[config.mk]
export PLATFORM = sky130hd
export DESIGN_NAME = fork_scheduler
export DESIGN_NICKNAME = d
export VERILOG_FILES = /design/src/rtl/fsm_core_pkg.sv /design/src/rtl/pid_free_fifo.sv /design/src/rtl/fork_scheduler.sv
export SDC_FILE = /design/constraint.sdc
export NUM_CORES = 1
export LEC_CHECK = 0
export BUFFER_PORTS_ARGS = -buffer_cell sky130_fd_sc_hd__buf_2
export CAP_MARGIN = 20
export CORE_MARGIN = 3
export CORE_UTILIZATION = 43
export DETAILED_ROUTE_END_ITERATION = 8
export GPL_TIMING_DRIVEN = 0
export PLACE_DENSITY_LB_ADDON = 0.05
export SLEW_MARGIN = 20
export SYNTH_ARGS = -nofsm -noshare
export SYNTH_HDL_FRONTEND = slang
export SYNTH_SLANG_ARGS = --single-unit
[constraint.sdc]
create_clock -name clk -period 4.87 [get_ports clk]
set_input_delay 0.487 -clock clk [delete_from_list [all_inputs] [get_ports clk]]
set_output_delay 0.487 -clock clk [all_outputs]
set_load 0.03 [all_outputs]
[src/rtl/fsm_core_pkg.sv]
// -----------------------------------------------------------------------------
// fsm_core_pkg: FSM state encodings and pool defaults shared by the scheduler
// and the FPUs.  Rev 1.0
// -----------------------------------------------------------------------------
`default_nettype none

package fsm_core_pkg;

  localparam int DEF_NUM_PROC = 16;
  localparam int DEF_ID_W     = 4;
  localparam int DEF_MAX_FORK = 4;

  localparam logic [2:0] ST_INIT  = 3'd0;
  localparam logic [2:0] ST_IDLE  = 3'd1;
  localparam logic [2:0] ST_ARB   = 3'd2;
  localparam logic [2:0] ST_HOLD  = 3'd3;
  localparam logic [2:0] ST_ALLOC = 3'd4;
  localparam logic [2:0] ST_GRANT = 3'd5;

  // Child counts above the per-grant limit are clipped, not rejected.
  function automatic logic [3:0] sat_need(input logic [3:0] cnt, input logic [3:0] max_fork);
    return (cnt > max_fork) ? max_fork : cnt;
  endfunction

endpackage

`default_nettype wire

[src/rtl/pid_free_fifo.sv]
// -----------------------------------------------------------------------------
// pid_free_fifo: free process-ID FIFO with push/pop, occupancy and init port.
// Rev 1.0
// -----------------------------------------------------------------------------
`default_nettype none

module pid_free_fifo #(
  parameter int NUM_PROC = 16,
  parameter int ID_W     = 4
) (
  input  logic            clk,
  input  logic            reset_n,
  input  logic            init_we_i,
  input  logic [ID_W-1:0] init_addr_i,
  input  logic [ID_W-1:0] init_data_i,
  input  logic            init_fill_i,
  input  logic            push_i,
  input  logic [ID_W-1:0] push_data_i,
  input  logic            pop_i,
  output logic [ID_W-1:0] pop_data_o,
  output logic [ID_W:0]   count_o,
  output logic            full_o
);

  logic [ID_W-1:0] mem_q [NUM_PROC];
  logic [ID_W-1:0] head_q, head_d;
  logic [ID_W-1:0] tail_q, tail_d;
  logic [ID_W:0]   count_q, count_d;
  logic            push_ok;
  logic            pop_ok;

  assign full_o     = (count_q == (ID_W+1)'(NUM_PROC));
  assign push_ok    = push_i && !full_o;
  assign pop_ok     = pop_i && (count_q != '0);
  assign pop_data_o = mem_q[head_q];
  assign count_o    = count_q;

  // Pointers wrap on their own; count_q alone tells full from empty.
  always_comb begin
    head_d  = head_q + ID_W'(pop_ok);
    tail_d  = tail_q + ID_W'(push_ok);
    count_d = count_q + (ID_W+1)'(push_ok) - (ID_W+1)'(pop_ok);
    if (init_fill_i) begin
      head_d  = '0;
      tail_d  = '0;
      count_d = (ID_W+1)'(NUM_PROC);
    end
  end

  always_ff @(posedge clk) begin
    if (init_we_i) begin
      mem_q[init_addr_i] <= init_data_i;
    end else if (push_ok) begin
      mem_q[tail_q] <= push_data_i;
    end
  end

  always_ff @(posedge clk or negedge reset_n) begin
    if (!reset_n) begin
      head_q  <= '0;
      tail_q  <= '0;
      count_q <= '0;
    end else begin
      head_q  <= head_d;
      tail_q  <= tail_d;
      count_q <= count_d;
    end
  end

endmodule

`default_nettype wire

[src/rtl/fork_scheduler.sv]
// -----------------------------------------------------------------------------
// fork_scheduler: round-robin fork arbiter and process-ID allocator.
// Optional FORK_SCHED_STATS_EN adds grant / hold-cycle counters.  Rev 1.0
// -----------------------------------------------------------------------------
`default_nettype none

module fork_scheduler
  import fsm_core_pkg::*;
#(
  parameter int NUM_FPU  = 4,
  parameter int NUM_PROC = DEF_NUM_PROC,
  parameter int ID_W     = DEF_ID_W,
  parameter int MAX_FORK = DEF_MAX_FORK
) (
  input  logic                     clk,
  input  logic                     reset_n,
  input  logic [NUM_FPU-1:0]       fork_req,
  input  logic [NUM_FPU*4-1:0]     fork_count,
  output logic [NUM_FPU-1:0]       fork_grant,
  output logic [MAX_FORK*ID_W-1:0] grant_ids,
  output logic [3:0]               grant_count,
  input  logic                     release_valid,
  input  logic [ID_W-1:0]          release_id,
  output logic                     init_done,
  output logic [ID_W:0]            free_count,
  output logic                     err_overflow,
  output logic                     busy
`ifdef FORK_SCHED_STATS_EN
  ,
  output logic [31:0]              stat_grants,
  output logic [31:0]              stat_hold_cycles
`endif
);

  localparam int SEL_W = (NUM_FPU > 1) ? $clog2(NUM_FPU) : 1;

  logic [2:0]               state_q, state_d;
  logic [SEL_W-1:0]         rr_q, rr_d;
  logic [SEL_W-1:0]         sel_q, sel_d;
  logic [3:0]               need_q, need_d;
  logic [3:0]               k_q, k_d;
  logic [ID_W-1:0]          init_cnt_q, init_cnt_d;
  logic [MAX_FORK*ID_W-1:0] ids_q, ids_d;
  logic                     init_done_q, init_done_d;
  logic                     err_q, err_d;
  logic                     busy_q;

  logic                     arb_found;
  logic [SEL_W-1:0]         arb_sel;
  logic [3:0]               arb_cnt;
  logic [3:0]               arb_need;
  logic                     hi_found;
  logic [SEL_W-1:0]         hi_sel;

  logic                     fifo_init_we;
  logic                     fifo_init_fill;
  logic                     fifo_push;
  logic                     fifo_pop;
  logic                     fifo_full;
  logic [ID_W-1:0]          fifo_pop_data;
  logic [ID_W:0]            fifo_count;

  pid_free_fifo #(
    .NUM_PROC (NUM_PROC),
    .ID_W     (ID_W)
  ) u_free_fifo (
    .clk         (clk),
    .reset_n     (reset_n),
    .init_we_i   (fifo_init_we),
    .init_addr_i (init_cnt_q),
    .init_data_i (init_cnt_q),
    .init_fill_i (fifo_init_fill),
    .push_i      (fifo_push),
    .push_data_i (release_id),
    .pop_i       (fifo_pop),
    .pop_data_o  (fifo_pop_data),
    .count_o     (fifo_count),
    .full_o      (fifo_full)
  );

  assign fifo_push = release_valid && (state_q != ST_INIT);
  assign err_d     = err_q | (fifo_push & fifo_full);

  // Lowest requester at/above rr_q wins; otherwise wrap to the lowest overall.
  always_comb begin
    arb_found = 1'b0;
    arb_sel   = '0;
    hi_found  = 1'b0;
    hi_sel    = '0;
    arb_cnt   = '0;
    for (int j = NUM_FPU - 1; j >= 0; j--) begin
      if (fork_req[j]) begin
        arb_found = 1'b1;
        arb_sel   = SEL_W'(j);
        if (j >= int'(rr_q)) begin
          hi_found = 1'b1;
          hi_sel   = SEL_W'(j);
        end
      end
    end
    if (hi_found) arb_sel = hi_sel;
    for (int j = 0; j < NUM_FPU; j++) begin
      if (arb_sel == SEL_W'(j)) arb_cnt = fork_count[j*4 +: 4];
    end
    arb_need = sat_need(arb_cnt, 4'(MAX_FORK));
  end

  always_comb begin
    state_d        = state_q;
    rr_d           = rr_q;
    sel_d          = sel_q;
    need_d         = need_q;
    k_d            = k_q;
    init_cnt_d     = init_cnt_q;
    ids_d          = ids_q;
    init_done_d    = init_done_q;
    fifo_init_we   = 1'b0;
    fifo_init_fill = 1'b0;
    fifo_pop       = 1'b0;
    case (state_q)
      ST_INIT: begin
        fifo_init_we = 1'b1;
        init_cnt_d   = init_cnt_q + 1'b1;
        if (init_cnt_q == ID_W'(NUM_PROC - 1)) begin
          fifo_init_fill = 1'b1;
          init_done_d    = 1'b1;
          state_d        = ST_IDLE;
        end
      end
      ST_IDLE: begin
        if (|fork_req) state_d = ST_ARB;
      end
      ST_ARB: begin
        ids_d = '0;
        k_d   = '0;
        if (!arb_found) begin
          state_d = ST_IDLE;
        end else begin
          sel_d  = arb_sel;
          need_d = arb_need;
          if (arb_need == 4'd0)                          state_d = ST_GRANT;
          else if (int'(arb_need) <= int'(fifo_count))   state_d = ST_ALLOC;
          else                                           state_d = ST_HOLD;
        end
      end
      // The selected requester keeps its claim so large forks cannot starve.
      ST_HOLD: begin
        if (!fork_req[sel_q])                         state_d = ST_IDLE;
        else if (int'(need_q) <= int'(fifo_count))    state_d = ST_ALLOC;
      end
      ST_ALLOC: begin
        fifo_pop = 1'b1;
        for (int k = 0; k < MAX_FORK; k++) begin
          if (k_q == 4'(k)) ids_d[k*ID_W +: ID_W] = fifo_pop_data;
        end
        k_d = k_q + 4'd1;
        if (k_q + 4'd1 == need_q) state_d = ST_GRANT;
      end
      ST_GRANT: begin
        rr_d    = SEL_W'((int'(sel_q) + 1) % NUM_FPU);
        state_d = ST_IDLE;
      end
      default: state_d = ST_INIT;
    endcase
  end

  always_ff @(posedge clk or negedge reset_n) begin
    if (!reset_n) begin
      state_q     <= ST_INIT;
      rr_q        <= '0;
      sel_q       <= '0;
      need_q      <= '0;
      k_q         <= '0;
      init_cnt_q  <= '0;
      ids_q       <= '0;
      init_done_q <= 1'b0;
      err_q       <= 1'b0;
      busy_q      <= 1'b0;
    end else begin
      state_q     <= state_d;
      rr_q        <= rr_d;
      sel_q       <= sel_d;
      need_q      <= need_d;
      k_q         <= k_d;
      init_cnt_q  <= init_cnt_d;
      ids_q       <= ids_d;
      init_done_q <= init_done_d;
      err_q       <= err_d;
      busy_q      <= (state_d != ST_IDLE);
    end
  end

  always_comb begin
    fork_grant = '0;
    if (state_q == ST_GRANT) fork_grant[sel_q] = 1'b1;
  end

  assign grant_ids    = (state_q == ST_GRANT) ? ids_q : '0;
  assign grant_count  = (state_q == ST_GRANT) ? need_q : 4'd0;
  assign init_done    = init_done_q;
  assign free_count   = fifo_count;
  assign err_overflow = err_q;
  assign busy         = busy_q;

`ifdef FORK_SCHED_STATS_EN
  logic [31:0] stat_grants_q;
  logic [31:0] stat_hold_q;

  always_ff @(posedge clk or negedge reset_n) begin
    if (!reset_n) begin
      stat_grants_q <= '0;
      stat_hold_q   <= '0;
    end else begin
      if (state_q == ST_GRANT && stat_grants_q != '1) stat_grants_q <= stat_grants_q + 32'd1;
      if (state_q == ST_HOLD && stat_hold_q != '1)    stat_hold_q   <= stat_hold_q + 32'd1;
    end
  end

  assign stat_grants      = stat_grants_q;
  assign stat_hold_cycles = stat_hold_q;
`endif

endmodule

`default_nettype wire

* Word-level counts from Yosys, hierarchy flattened
Memory sizes are Yosys's and may differ from the RTL's.
Index checks and enable logic that the tools add are counted.
Widths: inputs -> output; s select.
** Storage, ports and cells
- Register bits :: 51
- RAM bits :: 64
- Logic and storage cells :: 136
- Memories kept :: 1
** Memories
- u_free_fifo.mem_q :: words 16, width 4, read ports 1, clocked after Yosys merged registers in 0, wr ports 1, line pid_free_fifo.sv:25 : logic [ID_W-1:0] mem_q [NUM_PROC];
** Cells by class
- Add/sub/neg operators :: 7
- Order comparisons :: 8
- Equal/unequal tests :: 19
- Mux-type cells :: 63
- Bitwise logic cells :: 2
- Reduce and logical (&&, ||, !) cells :: 20
** Operators with widths (count)
- $mux 4 :: 15
- $pmux 16 s2 :: 1
- $mux 3 :: 8
- $mux 1 :: 22
- $mux 2 :: 11
- $pmux 3 s6 :: 1
- $mux 16 :: 1
- $reduce_and 2->1 :: 6
- $le 4x5->1 :: 2
- $add 4x1->4 :: 2
- $add 4x1->4 const B :: 2
- $eq 4x2->1 const B :: 2
- $logic_not 4->1 :: 2
- $ne 2x2->1 const B :: 4
- $pmux 4 s2 :: 1
- $reduce_or 4->1 :: 2
- $eq 3x2->1 const B :: 2
- $eq 3x3->1 const B :: 2
- $add 5x1->5 :: 1
- $eq 5x5->1 const B :: 1
- $mux 5 :: 1
- $reduce_bool 5->1 :: 1
- $sub 5x1->5 :: 1
- $eq 2x2->1 const B :: 2
- 22 further kinds :: 26

* Logic depth before layout (Yosys ltp)
- Depth in word-level cells :: 21
- Mapped depth :: 14
- Depth with buffers taken out :: 14

* Hierarchy
Synthesis repeated with hierarchy kept, for this count alone.
** Unflattened totals
- Cells, all modules :: 465
- Area total of the unflattened synthesis :: 5938.2 um^2
** By module, submodules not included
- pid_free_fifo :: times used 1, cells an instance 210, area an instance 3433.3 um^2, sequential area each 2247.2 um^2
- fork_scheduler :: times used 1, cells an instance 255, area an instance 2504.9 um^2, sequential area each 950.9 um^2

* Worst setup path before layout
Ideal clock, no wire load.
- Path type :: reg2reg
- Start point :: reg rr_q[1]
- End point :: reg state_q[0]
- Setup time :: 129 ps
- Data arrival time :: 3068 ps
- Data required time :: 4741 ps
- Setup slack :: 1673 ps
- Stages on the path, launching flop included :: 15
- Period minus slack after synthesis :: 3197 ps
- Cell sequence :: dfrtp_1 -> nor2b_4 -> o21a_1 -> a311oi_4 -> mux2i_1 -> mux2i_4 -> nor2b_1 -> ha_1 -> nor2b_1 -> o21a_1 -> o21a_1 -> o21ai_0 -> nand2_1 -> a211oi_1 -> nand2_1
** Between the ends
- Longest elaborated chain between the ends :: 20
** RTL lines
- from (decl) :: line fork_scheduler.sv:38 : logic [SEL_W-1:0] rr_q, rr_d;
- from (signal assigned) :: line fork_scheduler.sv:181 : rr_q <= rr_d;
- $ge 2x2->1 :: line fork_scheduler.sv:95 : if (j >= int'(rr_q)) begin
- $mux 2 or $mux 1 (tied branches) :: line fork_scheduler.sv:95
- $mux 2 or $mux 1 (tied branches) :: line fork_scheduler.sv:92 : if (fork_req[j]) begin
- $mux 2 or $mux 1 (tied branches) :: line fork_scheduler.sv:95
- $mux 2 or $mux 1 (tied branches) :: line fork_scheduler.sv:92
- $mux 2 or $mux 1 (tied branches) :: line fork_scheduler.sv:95
- $mux 2 or $mux 1 (tied branches) :: line fork_scheduler.sv:92
- $mux 2 * :: line fork_scheduler.sv:101 : if (hi_found) arb_sel = hi_sel;
- (+6 left out)
- $mux 4 * :: line fsm_core_pkg.sv:22 : return (cnt > max_fork) ? max_fork : cnt;
- named net arb_need[1] :: line fork_scheduler.sv:51 : logic [3:0] arb_need;
- $le 4x5->1 :: line fork_scheduler.sv:142 : else if (int'(arb_need) <= int'(fifo_count)) state_d = ST_ALLOC;
- $mux 3 :: line fork_scheduler.sv:142
- $mux 3 * :: line fork_scheduler.sv:141 : if (arb_need == 4'd0) state_d = ST_GRANT;
- $mux 3 * :: line fork_scheduler.sv:136 : if (!arb_found) begin
- $pmux 3 s6 * :: line fork_scheduler.sv:120 : case (state_q)
- named net state_d[0] :: line fork_scheduler.sv:37 : logic [2:0] state_q, state_d;
- to (signal assigned) :: line fork_scheduler.sv:180 : state_q <= state_d;
- to (decl) :: line fork_scheduler.sv:37
The timed path passes the listed nets; every way through them passes the cells marked *.
A chain may end at the register's enable or synchronous reset.

* Worst setup path in the final report
- Start point :: reg rr_q[1]
- End point :: reg busy_q, in the netlist busy
** Between the ends
- Longest elaborated chain between the ends :: 21
** RTL lines
- $ge 2x2->1 :: line fork_scheduler.sv:95
- $mux 2 or $mux 1 (tied branches) :: line fork_scheduler.sv:95
- $mux 2 or $mux 1 (tied branches) :: line fork_scheduler.sv:92
- $mux 2 or $mux 1 (tied branches) :: line fork_scheduler.sv:95
- $mux 2 or $mux 1 (tied branches) :: line fork_scheduler.sv:92
- $mux 2 or $mux 1 (tied branches) :: line fork_scheduler.sv:95
- $mux 2 or $mux 1 (tied branches) :: line fork_scheduler.sv:92
- $mux 2 * :: line fork_scheduler.sv:101
- (+6 left out)
- $mux 4 * :: line fsm_core_pkg.sv:22
- named net arb_need[1] :: line fork_scheduler.sv:51
- $le 4x5->1 :: line fork_scheduler.sv:142
- $mux 3 :: line fork_scheduler.sv:142
- $mux 3 * :: line fork_scheduler.sv:141
- $mux 3 * :: line fork_scheduler.sv:136
- $pmux 3 s6 * :: line fork_scheduler.sv:120
- $ne 3x1->1 * :: line fork_scheduler.sv:189 : busy_q <= (state_d != ST_IDLE);
- to (signal assigned) :: line fork_scheduler.sv:189
- to (decl) :: line fork_scheduler.sv:46 : logic busy_q;
Marks and branches as above.

==> flow_summary.toml <==
[sta]
period_needed_ns = 3.75
tns_ns = 0
worstMarginPinSlew_ns = 0.707
slew_viol_final = 0
setup_viol = 0
hold_violations = 0
setup_slack_ns = 1.12
clock_skew_ns = 0.00564
rsz0062_at_grt = "no"
period_share = 0.770
fmax_mhz = 267
slew-limit-headroom = 0.529

[pwr]
p_switching_mw = 1.71
p_leak_nw = 2.91
pwr-share-comb = 0.398
p_int_mw = 2.93
peakVddDrop_mv = 0.439
swShare = 0.369
powerDensity_nw_per_um2 = 685
p_seq_frac = 0.358
clkPwrFrac = 0.244

[setup_path]
cpMaxStageDelayCell = "a311oi_4"
cpMostUsedCell = "o21a_1"
end_kind = "register"
worstPathArrival_ns = 4.10
startpoint_type = "register"
crit_type = "register to register"
required_ns = 5.22
critPathMaxFanout = 7
reg2reg_depth = 14
crit_chain = "nor2b_4 -> o21a_1 -> a311oi_4 -> mux2i_1 -> mux2i_4 -> nor2b_1 -> ha_1 -> nor2b_1 -> o21a_1 -> o21a_1 -> o21ai_0 -> nand2_1 -> a211oi_1 -> nand2b_1"
slowest_delay_ns = 0.54

[synth]
ys_ff_latch = 115
synth-async-reset-ratio = 0.443
yosysSeqAreaShare = 0.558
synth_flop_cell = "edfxtp_1"
syn_avg_cell_area_um2 = 13.1
synth_area_um2 = 5730
synth_enable_flop_cells = 64
syn_inst = 438
syn-num-nets = 493
synth_cell_types = 49
yosys_warnings = 0

[clock_network]
clkTransAtPathRegs_ns = 0.05
post_cts_resize_count = 0
htreeDepth = 4
hold_buffers = 0
clock-sinks = 115
clk_latency_ns = 0.42
clockRootBuffer = "clkbuf_16"
numCtsBuffers = 17
cts_setup_buffers = 0
tritoncts = "done"
clockBufferDepth = 2

[placement]
dp_hpwl_um = 8670
io_buffers = 58
place_ws_ns = 1.05
gp_congestion = 0.786

[floorplanning]
start_util = 0.447
ios = 59
die_area_um2 = 14700
row_count = 41
core_um2 = 12800
die_w_um = 121
die_h_um = 121

[cells_and_area]
layout_common_cells = "edfxtp_1, buf_2, dfrtp_1"
drive_gt1_frac = 0.271
multi_input_area_um2 = 2370
ff_latch_area_um2 = 3200
fill_cells = 1145
diodes = 0
layout-area-overhead-vs-synth_pct = 18.4
final_nets = 570
final_common_cell = "edfxtp_1"

[routing]
ant_nets = 0
avgRoutedWirePerCell_um = 17.6
num_vias = 3715
routed_wl_um = 12300
drtPass1Iterations = 4
viasPerCell = 5.31
drt_iter0_drc = 115
drc = 0

[worst_hold_path]
worst_hold_path_type = "input port to async pin"

[global_routing]
global_route.usage.met1 = 0.233
grt_overflow = 0
gr-usage-met3 = 0.0466
grt_pass1_vias = 3787
busiest_layer = "met2"
grt_pass1_wl_um = 20100
grt_max_degree = 52
grt_use_met2 = 0.296
antenna_found_initial = 0
grt.total_usage = 0.183

[job]
maxCapViolCount = 0

[outcome]
outcome = "finished clean"
==> critical path, delay by kind of cell (launching register included) <==
family	cells	cell delay, ns
compound gates	6	1.67
fa+ha+maj	1	0.28
flops	1	0.45
mux	2	0.48
simple gates	5	0.79
==> power by group through the flow <==
| stage | clock [mW] | sequential, mW | combinational, mW |
|---|---|---|---|
| 6_report | 1.13 | 1.66 | 1.85 |
| 5_1_grt | 1.21 | 1.70 | 2.09 |
| 4_1_cts | 1.16 | 1.67 | 1.89 |
| 3_5_place_dp | 0 | 1.69 | 1.89 |
| 3_3_place_gp | 0 | 1.67 | 1.83 |
| 2_1_floorplan | 0 | 1.68 | 1.35 |
==> layout make-up <==
cell class              instances  area share
flip-flops and latches        115       0.471
multi-input cells             288       0.350
clock buffers                  18      0.0633
repair buffers                 58      0.0432
well taps                     172      0.0317
clock inverters                14      0.0172
plain buffers                  16      0.0131
inverters                      19      0.0105
==> state kept, by name, indices dropped and copies added, names as in the netlist <==
register and flops:
err_overflow 1, u_free_fifo.mem_q 64, init_done 1, sel_q 2
u_free_fifo.head_q 4, state_q 3, need_q 4, rr_q 2
u_free_fifo.count_o 5, u_free_fifo.tail_q 4, ids_q 16, init_cnt_q 4
busy 1, k_q 4
==> final timing paths <==
path	from	end	slack, ns
max reg2reg	rr_q[1]	busy	1.12
min reg2reg	err_overflow	err_overflow	0.46
min in group clk	release_valid	err_overflow	0.32
max in group asynchronous	reset_n	ids_q[11]	4.30
min	reset_n	need_q[0]	0.10
max	rr_q[1]	busy	1.12
==> metrics by stage <==
stage	power (mW)	hold slack (ns)	area, um^2	util	std cells
5_1_grt	4.99	0.157	6780	0.529	700
6_report	4.64	0.105	6780	0.529	700
3_3_place_gp	3.50	0.445	6240	0.486	668
3_5_place_dp	3.57	0.454	6240	0.486	668
4_1_cts	4.72	0.140	6780	0.529	700
2_1_floorplan	3.02	0.191	5730	-	438
==> synthesized netlist by cell type (9+ instances only) <==
master	instances	area share
edfxtp_1	64	0.34
dfrtp_1	51	0.22
nor2_1	45	0.029
and3_1	27	0.029
ha_1	27	0.059
nand2_1	27	0.018
mux2_2	24	0.047
mux4_2	21	0.083
inv_1	19	0.012
and2_1	13	0.014
o21ai_0	13	0.011
clkbuf_1	11	0.0072
xnor2_1	11	0.017
a21oi_1	10	0.0087
a31oi_1	9	0.0098
==> cells by family after synthesis <==
group,after synthesis,synth area share
AO/OA/AOI/OAI,49,0.0572
multiplexers,53,0.146
buffers and inverters,35,0.0279
XOR/XNOR,16,0.0245
other,1,0.000654
AND/OR/NAND/NOR,141,0.123
adder cells (fa/ha/maj),28,0.0624
flip-flops,115,0.558
==> per-layer routing <==
metal,up-vias,share of wire
met1,1859,0.44
met3,20,0.047
li1,1757,-
met2,79,0.49
met5,-,0
met4,0,0.023
Note: power is estimated with default switching activity, not from simulation.
